==> config.mk <==
export PLATFORM = sky130hd
export DESIGN_NAME = imem_loader_flat
export DESIGN_NICKNAME = d
export VERILOG_FILES = /design/src/rtl/imem_loader_pkg.sv /design/src/rtl/imem_loader_if.sv /design/src/rtl/imem_loader_byte_word_packer.sv /design/src/rtl/imem_loader.sv /design/src/flat_wrapper.sv
export SDC_FILE = /design/constraint.sdc
export NUM_CORES = 1
export LEC_CHECK = 0
export ABC_AREA = 1
export ABC_CLOCK_PERIOD_IN_PS = 2400
export CAP_MARGIN = 20
export CORE_MARGIN = 5
export CORE_UTILIZATION = 25
export CTS_CLUSTER_SIZE = 10
export DETAILED_ROUTE_END_ITERATION = 6
export PLACE_DENSITY = 0.49
export SYNTH_ARGS = -nofsm -noshare
export SYNTH_HDL_FRONTEND = slang
export SYNTH_HIERARCHICAL = 1
export SYNTH_SLANG_ARGS = --single-unit
==> constraint.sdc <==
create_clock -name clk -period 2.4 [get_ports clk]
set_input_delay 0.24 -clock clk [delete_from_list [all_inputs] [get_ports clk]]
set_output_delay 0.24 -clock clk [all_outputs]
set_load 0.03 [all_outputs]
==> src/rtl/imem_loader_pkg.sv <==
// Shared types and constants for the instruction-memory boot loader.
// Latency: n/a (declarations only).
// Backpressure: n/a.
package imem_loader_pkg;

    localparam int WORD_BYTES = 4;
    localparam int COUNT_W    = 16;

    typedef enum logic [2:0] {
        IDLE,
        LEN_HI,
        LEN_LO,
        DATA,
        WRITE,
        CHK,
        DONE,
        ERR
    } state_t;

endpackage

==> src/rtl/imem_loader_if.sv <==
// Byte-stream input handshake plus instruction-memory write port.
// Latency: n/a (wiring only).
// Backpressure: in_ready from the loader throttles the byte source.
interface imem_loader_if;

    logic        in_valid;
    logic [7:0]  in_data;
    logic        in_ready;
    logic        we;
    logic [31:0] waddr;
    logic [31:0] wdata;

    // byte source / memory observer side
    modport master (
        output in_valid, in_data,
        input  in_ready, we, waddr, wdata
    );

    // loader side
    modport slave (
        input  in_valid, in_data,
        output in_ready, we, waddr, wdata
    );

endinterface

==> src/rtl/imem_loader_byte_word_packer.sv <==
// Shifts stream bytes into a big-endian 32-bit word and flags the 4th byte.
// Latency: word valid on the cycle after the 4th shift; word_ready is combinational with it.
// Backpressure: none; shifts only when shift_en is asserted by the owner.
module byte_word_packer (
    input  logic        clk,
    input  logic        rst_n,
    input  logic        clr,
    input  logic        shift_en,
    input  logic [7:0]  byte_in,
    output logic [31:0] word,
    output logic        word_ready
);

    logic [1:0] idx;

    // the 4th byte of a word is the one arriving while idx is at its last value
    assign word_ready = shift_en && (idx == 2'd3);

    // shift register and byte index; clr realigns the index at the start of a load
    always_ff @(posedge clk or negedge rst_n) begin
        if (!rst_n) begin
            word <= 32'h0;
            idx  <= 2'd0;
        end else if (clr) begin
            idx  <= 2'd0;
        end else if (shift_en) begin
            word <= {word[23:0], byte_in};
            idx  <= idx + 2'd1;
        end
    end

endmodule

==> src/rtl/imem_loader.sv <==
// Boot loader: byte stream (COUNT hi/lo, then big-endian words) -> one-cycle imem writes; holds CPU in reset until done.
// Latency: one write cycle after every 4th accepted data byte; minimum 5 cycles per word.
// Backpressure: in_ready low outside LEN_HI/LEN_LO/DATA(/CHK); optional trailing XOR byte with IMEM_LOADER_CHECKSUM_EN.
module imem_loader
    import imem_loader_pkg::*;
#(
    parameter int          DEPTH     = 256,
    parameter logic [31:0] BASE_ADDR = 32'h0000_0000
) (
    input  logic               clk,
    input  logic               rst_n,
    input  logic               start,
    imem_loader_if.slave       bus,
    output logic               cpu_hold,
    output logic               done,
    output logic               error,
    output logic [COUNT_W-1:0] words_written
);

    localparam logic [COUNT_W-1:0] DEPTH_C = COUNT_W'(DEPTH);
    localparam logic [31:0]        STEP    = 32'(WORD_BYTES);

    state_t             state_q, state_d;
    logic [COUNT_W-1:0] count_q;
    logic [COUNT_W-1:0] count_full;
    logic [31:0]        waddr_q;
    logic [31:0]        word;
    logic               word_ready;
    logic               xfer;
    logic               start_ok;
    logic               shift_en;
    logic               last_word;

    assign xfer       = bus.in_valid && bus.in_ready;
    assign start_ok   = start && (state_q == IDLE || state_q == DONE || state_q == ERR);
    assign shift_en   = xfer && (state_q == DATA);
    assign count_full = {count_q[COUNT_W-1:8], bus.in_data};
    assign last_word  = (words_written + 16'd1) == count_q;

    byte_word_packer u_packer (
        .clk        (clk),
        .rst_n      (rst_n),
        .clr        (start_ok),
        .shift_en   (shift_en),
        .byte_in    (bus.in_data),
        .word       (word),
        .word_ready (word_ready)
    );

`ifdef IMEM_LOADER_CHECKSUM_EN
    logic [7:0] csum_q;

    // running XOR over data bytes of the current load
    always_ff @(posedge clk or negedge rst_n) begin
        if (!rst_n) begin
            csum_q <= 8'h00;
        end else if (start_ok) begin
            csum_q <= 8'h00;
        end else if (shift_en) begin
            csum_q <= csum_q ^ bus.in_data;
        end
    end
`endif

    // state register
    always_ff @(posedge clk or negedge rst_n) begin
        if (!rst_n) begin
            state_q <= IDLE;
        end else begin
            state_q <= state_d;
        end
    end

    // next-state decode
    always_comb begin
        state_d = state_q;
        case (state_q)
            IDLE, DONE, ERR: if (start) state_d = LEN_HI;
            LEN_HI:          if (xfer) state_d = LEN_LO;
            LEN_LO: begin
                if (xfer) begin
                    if (count_full == '0) begin
`ifdef IMEM_LOADER_CHECKSUM_EN
                        state_d = CHK;
`else
                        state_d = DONE;
`endif
                    end else if (count_full > DEPTH_C) begin
                        state_d = ERR;
                    end else begin
                        state_d = DATA;
                    end
                end
            end
            DATA:            if (word_ready) state_d = WRITE;
            WRITE: begin
                if (last_word) begin
`ifdef IMEM_LOADER_CHECKSUM_EN
                    state_d = CHK;
`else
                    state_d = DONE;
`endif
                end else begin
                    state_d = DATA;
                end
            end
`ifdef IMEM_LOADER_CHECKSUM_EN
            CHK:             if (xfer) state_d = (bus.in_data == csum_q) ? DONE : ERR;
`endif
            default:         state_d = IDLE;
        endcase
    end

    // count latch, write address and word counter; the address stops on the last word so it stays in range
    always_ff @(posedge clk or negedge rst_n) begin
        if (!rst_n) begin
            count_q       <= '0;
            waddr_q       <= BASE_ADDR;
            words_written <= '0;
        end else begin
            if (start_ok) begin
                waddr_q       <= BASE_ADDR;
                words_written <= '0;
            end
            if (xfer && state_q == LEN_HI) count_q[COUNT_W-1:8] <= bus.in_data;
            if (xfer && state_q == LEN_LO) count_q[7:0]         <= bus.in_data;
            if (state_q == WRITE) begin
                words_written <= words_written + 16'd1;
                if (!last_word) waddr_q <= waddr_q + STEP;
            end
        end
    end

    // outputs decoded from the registered state
    always_comb begin
        bus.in_ready = 1'b0;
        cpu_hold     = 1'b1;
        done         = 1'b0;
        error        = 1'b0;
        case (state_q)
            LEN_HI, LEN_LO, DATA, CHK: bus.in_ready = 1'b1;
            DONE: begin
                done     = 1'b1;
                cpu_hold = 1'b0;
            end
            ERR:     error = 1'b1;
            default: ;
        endcase
        bus.we    = (state_q == WRITE);
        bus.waddr = waddr_q;
        bus.wdata = word;
    end

endmodule

==> src/flat_wrapper.sv <==
// flat-port wrapper written by rule: the top's interface ports become plain ports
module imem_loader_flat import imem_loader_pkg::*;
#(
    parameter int          DEPTH     = 256,
    parameter logic [31:0] BASE_ADDR = 32'h0000_0000
)
  (clk, rst_n, start, cpu_hold, done, error, words_written, bus_in_valid, bus_in_data, bus_in_ready, bus_we, bus_waddr, bus_wdata);
  imem_loader_if bus_i ();
  input  logic clk;
  input  logic rst_n;
  input  logic start;
  output logic cpu_hold;
  output logic done;
  output logic error;
  output logic [COUNT_W-1:0] words_written;
  input wire logic [$bits(bus_i.in_valid)-1:0] bus_in_valid;
  input wire logic [$bits(bus_i.in_data)-1:0] bus_in_data;
  output wire logic [$bits(bus_i.in_ready)-1:0] bus_in_ready;
  output wire logic [$bits(bus_i.we)-1:0] bus_we;
  output wire logic [$bits(bus_i.waddr)-1:0] bus_waddr;
  output wire logic [$bits(bus_i.wdata)-1:0] bus_wdata;
  assign bus_i.in_valid = bus_in_valid;
  assign bus_i.in_data = bus_in_data;
  assign bus_in_ready = bus_i.in_ready;
  assign bus_we = bus_i.we;
  assign bus_waddr = bus_i.waddr;
  assign bus_wdata = bus_i.wdata;
  imem_loader #(.DEPTH(DEPTH), .BASE_ADDR(BASE_ADDR)) u_core (.clk(clk), .rst_n(rst_n), .start(start), .bus(bus_i), .cpu_hold(cpu_hold), .done(done), .error(error), .words_written(words_written));
endmodule
# Word level (Yosys, flattened, before mapping)
# Cells that the tools add are included.
[op_classes] magnitude_cmp=1 reduce_logical=16 addsub=3 n_eq_ne=13 bitwise=1 muxes=19
[op_table] op="32-bit two-way mux" count=3
[op_table] op="32-bit by 3-bit adder with 32-bit output (second input constant)" count=1
[op_table] op="16-bit two-way mux" count=2
[op_table] op="3-bit two-way mux" count=7
[op_table] op="16-bit by 1-bit adder with 16-bit output (second input constant)" count=1
[op_table] op="16-bit == test" count=1
[op_table] op="16-bit by 9-bit greater-than comparator with 1-bit output (second input constant)" count=1
[op_table] op="16-bit zero test" count=1
[op_table] op="3-bit case mux with 5 select lines" count=1
[op_table] op="3-bit == test (second input constant)" count=4
[op_table] op="3-bit by 2-bit == test with 1-bit output (second input constant)" count=2
[op_table] op="1-bit logical AND" count=6
[op_table] op="1-bit two-way mux" count=4
[op_table] op="2-bit two-way mux" count=2
[op_table] op="2-bit by 1-bit != test with 1-bit output (second input constant)" count=2
[op_table] op="2-bit != test (second input constant)" count=2
[op_table] op="4-bit AND reduction" count=1
[op_table] op="2-bit nonzero test" count=2
[op_table] op="4-bit OR reduction" count=1
[op_table] op="3-bit by 1-bit == test with 1-bit output (second input constant)" count=1
[op_table] op="3-bit zero test" count=1
[op_table] op="3-bit OR reduction" count=1
[op_table] op="2-bit by 1-bit adder with 2-bit output (second input constant)" count=1
[op_table] op="2-bit == test (second input constant)" count=1
[op_table] op="other kinds (3)" count=4
[totals] reg_bits=101 out_inout_bits=85

# Depth between registers and ports, before layout
# Gate-level depths: netlist (run 1).
[logic_depth] ltp_word=8 mapped_depth=17 ltp_nobuf=16

# Cells and area by module
# Netlist (run 1), hierarchy kept.
[modules_own_cells] mod="imem_loader" seq_area_each_um2=1676.6 instances=1 cells_each=623 area_per_inst_um2=4461.8
[modules_own_cells] mod="byte_word_packer" seq_area_each_um2=850.8 instances=1 cells_each=153 area_per_inst_um2=1498.9

# Least setup slack after synthesis (run 1)
# Ideal clock, no wire load.
[synth_timing] path_kind="register -> register" startpoint="register u_core.words_written[0]" endpoint="register u_core.state_q[0]" period_less_slack_ps=2205 arrival_ps=2088 setup_ps=116 path_buffers=1 path_slack_ps=195 required_time_ps=2284 path_stages_with_launch=18 cell_sequence="dfrtp_1 ha_1 nand2_2 nor2_8 nand2_1 nand3_1 nand2_1 inv_1 nand3_1 nor2_1 nand2_2 nor2_4 nand2_4 nand2_4 buf_6 nand2_1 nand2_1 nand2_1"
[synth_between] elab_chain_len=4
[synth_lines] element="start, declared" line_no="imem_loader.sv:17" source="output logic [COUNT_W-1:0] words_written"
[synth_lines] element="start signal, assigned" line_no="imem_loader.sv:128" source="words_written <= words_written + 16'd1;"
[synth_lines] element="16-bit by 1-bit adder with 16-bit output" line_no="imem_loader.sv:38" source="assign last_word = (words_written + 16'd1) == count_q;"
[synth_lines] element="16-bit == test" line_no="imem_loader.sv:38"
[synth_lines] element="3-bit two-way mux" line_no="imem_loader.sv:97" source="if (last_word) begin"
[synth_lines] element="3-bit case mux with 5 select lines" line_no="imem_loader.sv:77" source="case (state_q)"
[synth_lines] element="end signal, assigned" line_no="imem_loader.sv:70" source="state_q <= state_d;"
[synth_lines] element="end, declared" line_no="imem_loader.sv:23" source="state_t state_q, state_d;"
# No other way between the ends.
# A chain may end at the register's enable or synchronous reset.

# Worst setup path in the final report (run 1)
[layout_timing] startpoint="register u_core.state_q[2]" endpoint="output port bus_in_ready"
[layout_between] elab_chain_len=3 elab_cells_between_ends=6
[layout_lines] element="3-bit == test, or another cell as far along" line_no="imem_loader.sv:140" source="case (state_q)"
[layout_lines] element="4-bit OR reduction (*)" line_no="imem_loader.sv:140"
[layout_lines] element="1-bit two-way mux (*)" line_no="imem_loader.sv:140"
[layout_lines] element="end, declared" line_no="flat_wrapper.sv:18" source="output wire logic [$bits(bus_i.in_ready)-1:0] bus_in_ready;"
# Every way passes the cells marked *; elsewhere a longest branch is shown, timed or not.

==> results of run 1 <==
[registers in the layout, summed over array words and instances (netlist names)]
name                  cells
u_core/u_packer/word     32
u_core/state_q            3
u_core/u_packer/idx       2
u_core/bus.waddr         32
u_core/words_written     16
u_core/count_q           16
[path summary, 6_finish.rpt]
path / start / to / slack (ns) / depth (start not counted)
worst max-delay path: u_core/state_q[2] / bus_in_ready / 0.17 / 4
worst min-delay path: rst_n / u_core/count_q[7] / 0.33 / 2
worst max register to register: u_core/words_written[0] / u_core/bus.waddr[24] / 0.24 / 15
worst min register to register: u_core/u_packer/idx[1] / u_core/u_packer/idx[1] / 0.49 / 2
max in group asynchronous: rst_n / u_core/u_packer/idx[0] / 1.41 / 3
min in group clk: bus_in_data[2] / u_core/u_packer/word[2] / 0.47 / 3
[cell type report]
type | instances | area (µm²)
inverter | 73 | 276.5
sequential | 101 | 2527
multi-input combinational | 568 | 2934
clock buffer | 10 | 229.0
timing repair buffer | 115 | 1141
fill | 2517 | 15900
clock inverter | 6 | 65.06
tap | 319 | 399.1
[routing by layer]
metal  vias up  GRT usage  part of all wire
li1       2719          -                 -
met1      2544     0.1893              0.48
met2       125     0.2210              0.46
met3        20    0.02296             0.035
met4         0    0.04348             0.020
met5         -          0                 0
[cells by family (layout without fill, tap and decap cells)]
family,Yosys count,after routing,share of synthesized area
adders and majority gates,3,3,0.006298
AOI/OAI and AO/OA,41,41,0.03652
and+or+nand+nor,493,493,0.3961
DFF,101,101,0.4240
xor gates and xnor gates,31,31,0.05017
buffers and inverters,107,204,0.08690
[cell usage after synthesis (all sizes together) (10+ instances only)]
cell    instances
buf            20
clkbuf         14
dfrtp         101
inv            72
nand2         250
nand3         137
nand4          33
nor2           53
o21ai          29
o22ai          10
xnor2          11
xor2           18
[stage by stage]
stage          hold WS, ns  std cells  utilization  setup slack, ns
2_1_floorplan     -0.05559        776            -           0.1955
3_3_place_gp        0.1787       1175       0.3091           0.1811
3_5_place_dp        0.1794       1175       0.3091           0.1846
4_1_cts             0.3339       1192       0.3220           0.1626
5_1_grt             0.3541       1192       0.3226         0.009586
6_report            0.3277       1192       0.3226           0.1729
[critical path: stages (launching register included)]
cell	delay (ns)
sky130_fd_sc_hd__dfrtp_1	0.46
sky130_fd_sc_hd__nor2_1	0.21
sky130_fd_sc_hd__inv_1	0.11
sky130_fd_sc_hd__nand2_1	0.12
sky130_fd_sc_hd__clkdlybuf4s50_1	0.73
[what timing repair did]
action,4_1_cts,5_1_grt
gates resized for setup,0,2
hold endpoints to repair,22,0
endpoints found under the setup margin,0,7
hold buffers,1,0
[where the power goes]
group	leakage (nW)	switching [W]	total, W	internal [W]
clock network	0.144	0.000742	0.00148	0.000737
logic	2.02	0.00186	0.00283	0.000974
registers	1.37	0.000386	0.00245	0.00207
==> flow_summary.ini, run 1 <==
[grt]
grt_first_pass_wirelength_mm = 29.19
initial_antenna_violation_count = 0
grt_pass1_vias = 5285
globalRoute.totalOverflow = 0
grt_max_degree = 55
groute.usage.overall = 0.1374

[worst_setup_path]
critical_path_required_ns = 2.16
nature_of_the_critical_path_startpoint = flip-flop
critical_path_peak_fanout = 7
cp-end-kind = output port
timing_worst_setup_path_type = reg -> out
crit_arrival_ns = 1.99

[synthesis]
synthesis.area_um2 = 5961
yosysTopAreaCell = sky130_fd_sc_hd__dfrtp_1
syn-instance-count = 776
syn-num-nets = 791
ys_dominant_reg_cell = sky130_fd_sc_hd__dfrtp_1
synth_seq_area_share = 0.4240
post_synth.cell_area_avg_um2 = 7.681
synth_warnings = 6
synth-edff-count = 0
synth-seq-cells = 101
area_share_of_the_largest_cell_type_after_synthesis = 0.4240
netlist-cell-type-count = 39
netlist_top_cells_area = sky130_fd_sc_hd__dfrtp_1, sky130_fd_sc_hd__nand2_1, sky130_fd_sc_hd__nand3_1
async_flop_share = 1.000

[finish]
relative_area_change_from_synthesis_to_final_layout_pct = 27.04
final_area_um2 = 7572
most_frequent_standard_cell_in_the_layout_excluding_fill_and_tap_cells = sky130_fd_sc_hd__nand2_1
share_of_final_layout_standard_cells_stronger_than_drive_strength_1 = 0.1031
antenna-diode-count = 0
layout.cells.most_common_list = sky130_fd_sc_hd__nand2_1, sky130_fd_sc_hd__nand3_1, sky130_fd_sc_hd__dfrtp_1, sky130_fd_sc_hd__clkdlybuf4s50_1, sky130_fd_sc_hd__inv_1
final_net_count = 883

[min_path]
holdCritPathClass = in -> async

[sta]
timing.final.setup_violations = 0
fmax_mhz = 449.0
post-route-period-util = 0.9279
tightestPinTransition_ns = 0.5096
grt_setup_unrepaired = no
final_hold_viol_count = 0
report.final.slew_viol_count = 0
post-route-min-period_ns = 2.227
clock-skew-final_ns = 0.01079
worst_slew_margin_relative_to_its_limit = 0.6594
tns_ns = 0

[drt]
dr_pass1_iterations = 5
drt-total-wl_mm = 18.01
drt-wirelength-per-cell_um = 15.11
detailroute.via_count = 5408
remaining_drc_errors = 0
post_drt_via_cell_ratio = 4.537
drt-initial-drc-count = 383
antenna_left = 0

[pwr]
design_power_total_w = 0.006764
peakVddDrop_mv = 0.3256
power_density_nw_per_um2 = 893.2
static-leakage-power_nw = 3.530

[cts]
cts.sinks = 101
clk_pin_slew_ns = 0.08
worst_skew_pair.late_latency_ns = 0.36
numCtsBuffers = 9
tritoncts = yes
cts.root.buffer_cell = sky130_fd_sc_hd__clkbuf_16
post-cts-setup-buffer-count = 0
max-clock-path-buffers = 2
cts-htree-levels = 3

[floorplanning]
floorplan.die_area_um2 = 27030
die_height_um = 164.4
dieWidth_um = 164.4
io-pin-count = 97
initial_utilization = 0.2539
core_um2 = 23470
rows = 56

[place]
detailedPlacementHpwl_mm = 12.99
postPlaceCellArea_um2 = 7254
numPortBuffers = 96
gp_congestion = 0.8345

[status]
status = finished, final reports clean

[flow_run]
maxCapViolCount = 0
(Power assumes the default switching activity.)
==> run 2: changes to the inputs <==
SKIP_CTS_REPAIR_TIMING = 1   (was unset)
==> run 2 against run 1 <==
Compared with the run above: combinational power is essentially flat; via count decreased by 0.18%; count of clock-buffer cells in the layout unchanged; total power hardly changed; register-to-register slack is essentially flat; largest power group unchanged; highest routed layer unchanged.
==> flow_summary.ini, run 2 (same netlist as run 1, synthesis figures left out) <==
[floorplanning]
io-pin-count = 97
core_um2 = 23470
dieWidth_um = 164.4
initial_utilization = 0.2539
die_height_um = 164.4
floorplan.die_area_um2 = 27030
rows = 56

[pwr]
netSwitchingPower_w = 0.002987
power_density_nw_per_um2 = 893.5
peakVddDrop_mv = 0.3256
internal_power_w = 0.003779
sw_frac_of_total = 0.4414
static-leakage-power_nw = 3.530
clkPwrFrac = 0.219
share_comb_of_total_power = 0.418
seqPwrFrac = 0.363

[worst_setup_path]
crit_path_end = bus_in_ready
crit_arrival_ns = 1.99
critical_path_peak_fanout = 7
nature_of_the_critical_path_startpoint = flip-flop
timing_worst_setup_path_type = reg -> out
timing.rr.end = u_core/bus.waddr[24]
critical_path.startpoint = u_core/state_q[2]
cp-end-kind = output port
critical_path_required_ns = 2.16
timing.rr.start = u_core/words_written[0]
reg_to_reg_setup_timing_slack_ns = 0.25
timing.reg2reg.worst_path_depth = 12

[place]
numPortBuffers = 96
detailedPlacementHpwl_mm = 12.99
gp_congestion = 0.8345
pre_cts_ws_ns = 0.1846

[drt]
detailroute.via_count = 5398
drt-initial-drc-count = 420
drt-total-wl_mm = 18.04
post_drt_via_cell_ratio = 4.529
antenna_left = 0
dr_pass1_iterations = 4
drt-wirelength-per-cell_um = 15.14
remaining_drc_errors = 0

[cts]
clk_pin_slew_ns = 0.08
worst_skew_pair.late_latency_ns = 0.36
cts.root.buffer_cell = sky130_fd_sc_hd__clkbuf_16
cts.sinks = 101
numCtsBuffers = 9
cts-htree-levels = 3
tritoncts = yes
max-clock-path-buffers = 2

[sta]
setup_slack_ns = 0.1734
grt_setup_unrepaired = no
post-route-period-util = 0.9278
report.final.slew_viol_count = 0
final_hold_viol_count = 0
fmax_mhz = 449.1
worst_slew_margin_relative_to_its_limit = 0.6504
timing.final.setup_violations = 0
tns_ns = 0
post-route-min-period_ns = 2.227
tightestPinTransition_ns = 0.5244
clock-skew-final_ns = 0.01094

[grt]
initial_antenna_violation_count = 0
grt_pass1_vias = 5283
grt_max_degree = 55
groute.usage.overall = 0.1374
globalRoute.totalOverflow = 0
grt_first_pass_wirelength_mm = 29.19

[flow_run]
maxCapViolCount = 0

[finish]
share_of_final_layout_standard_cells_stronger_than_drive_strength_1 = 0.1031
layout.cells.most_common_list = sky130_fd_sc_hd__nand2_1, sky130_fd_sc_hd__nand3_1, sky130_fd_sc_hd__dfrtp_1, sky130_fd_sc_hd__clkdlybuf4s50_1, sky130_fd_sc_hd__inv_1
antenna-diode-count = 0
most_frequent_standard_cell_in_the_layout_excluding_fill_and_tap_cells = sky130_fd_sc_hd__nand2_1
final_net_count = 883
relative_area_change_from_synthesis_to_final_layout_pct = 27.04

[min_path]
holdCritPathClass = in -> async

[status]
status = finished, final reports clean
## run 2: cell counts in the layout (fill, tap and decap cells not counted)
Identical to the previous run, type by type.
## run 2: how the worst min path moves through the flow
stage	from	to	slack, ns	depth (start not counted)
2_1_floorplan	rst_n	u_core/bus.waddr[0]	-0.06	0
3_3_place_gp	rst_n	u_core/count_q[7]	0.18	1
3_5_place_dp	rst_n	u_core/count_q[7]	0.18	1
4_1_cts	rst_n	u_core/count_q[7]	-0.21	1
5_1_grt	rst_n	u_core/count_q[6]	0.36	2
6_report	rst_n	u_core/count_q[7]	0.34	2
## run 2: power by group through the flow
stage               sequential, W  combinational (W)  clock [W]
CTS                       0.00246            0.00287    0.00155
floorplan                 0.00280            0.00147          0
global placement          0.00248            0.00285          0
global route              0.00252            0.00314    0.00160
detailed placement        0.00249            0.00286          0
finish                    0.00246            0.00283    0.00148
## run 2: routing by layer
layer	share of wire	up-vias	track usage
met5	0	-	0
met4	0.020	0	0.04348
met3	0.036	20	0.02296
met2	0.46	104	0.2210
met1	0.48	2554	0.1893
li1	-	2720	-
## run 2: worst max-delay path, cell delays in order (launching register included)
cell	delay, ns
sky130_fd_sc_hd__dfrtp_1	0.46
sky130_fd_sc_hd__nor2_1	0.21
sky130_fd_sc_hd__inv_1	0.11
sky130_fd_sc_hd__nand2_1	0.12
sky130_fd_sc_hd__clkdlybuf4s50_1	0.73
## run 2: final cells by class
cell class | instances | area, µm²
clock buffer | 10 | 229.0
timing repair buffer | 115 | 1141
inverter | 73 | 276.5
clock inverter | 6 | 65.06
sequential | 101 | 2527
multi-input combinational | 568 | 2934
tap | 319 | 399.1
fill | 2518 | 15900
## run 2: through the flow
step	power [W]	hold WS (ns)	util	cells	instance area, µm²
after global placement	0.005335	0.1787	0.3091	1175	7254
after global routing	0.007255	0.3569	0.3226	1192	7572
final	0.006766	0.3359	0.3226	1192	7572
after CTS	0.006872	-0.2140	0.3216	1191	7548
after floorplan	0.004274	-0.05559	-	776	5961
after detailed placement	0.005349	0.1794	0.3091	1175	7254
==> run 3: changes to the inputs <==
ABC_CLOCK_PERIOD_IN_PS = unset   (was 2400)
==> results of run 3 <==
No change in the layout: final DEF, timing and power equal those of run 2.
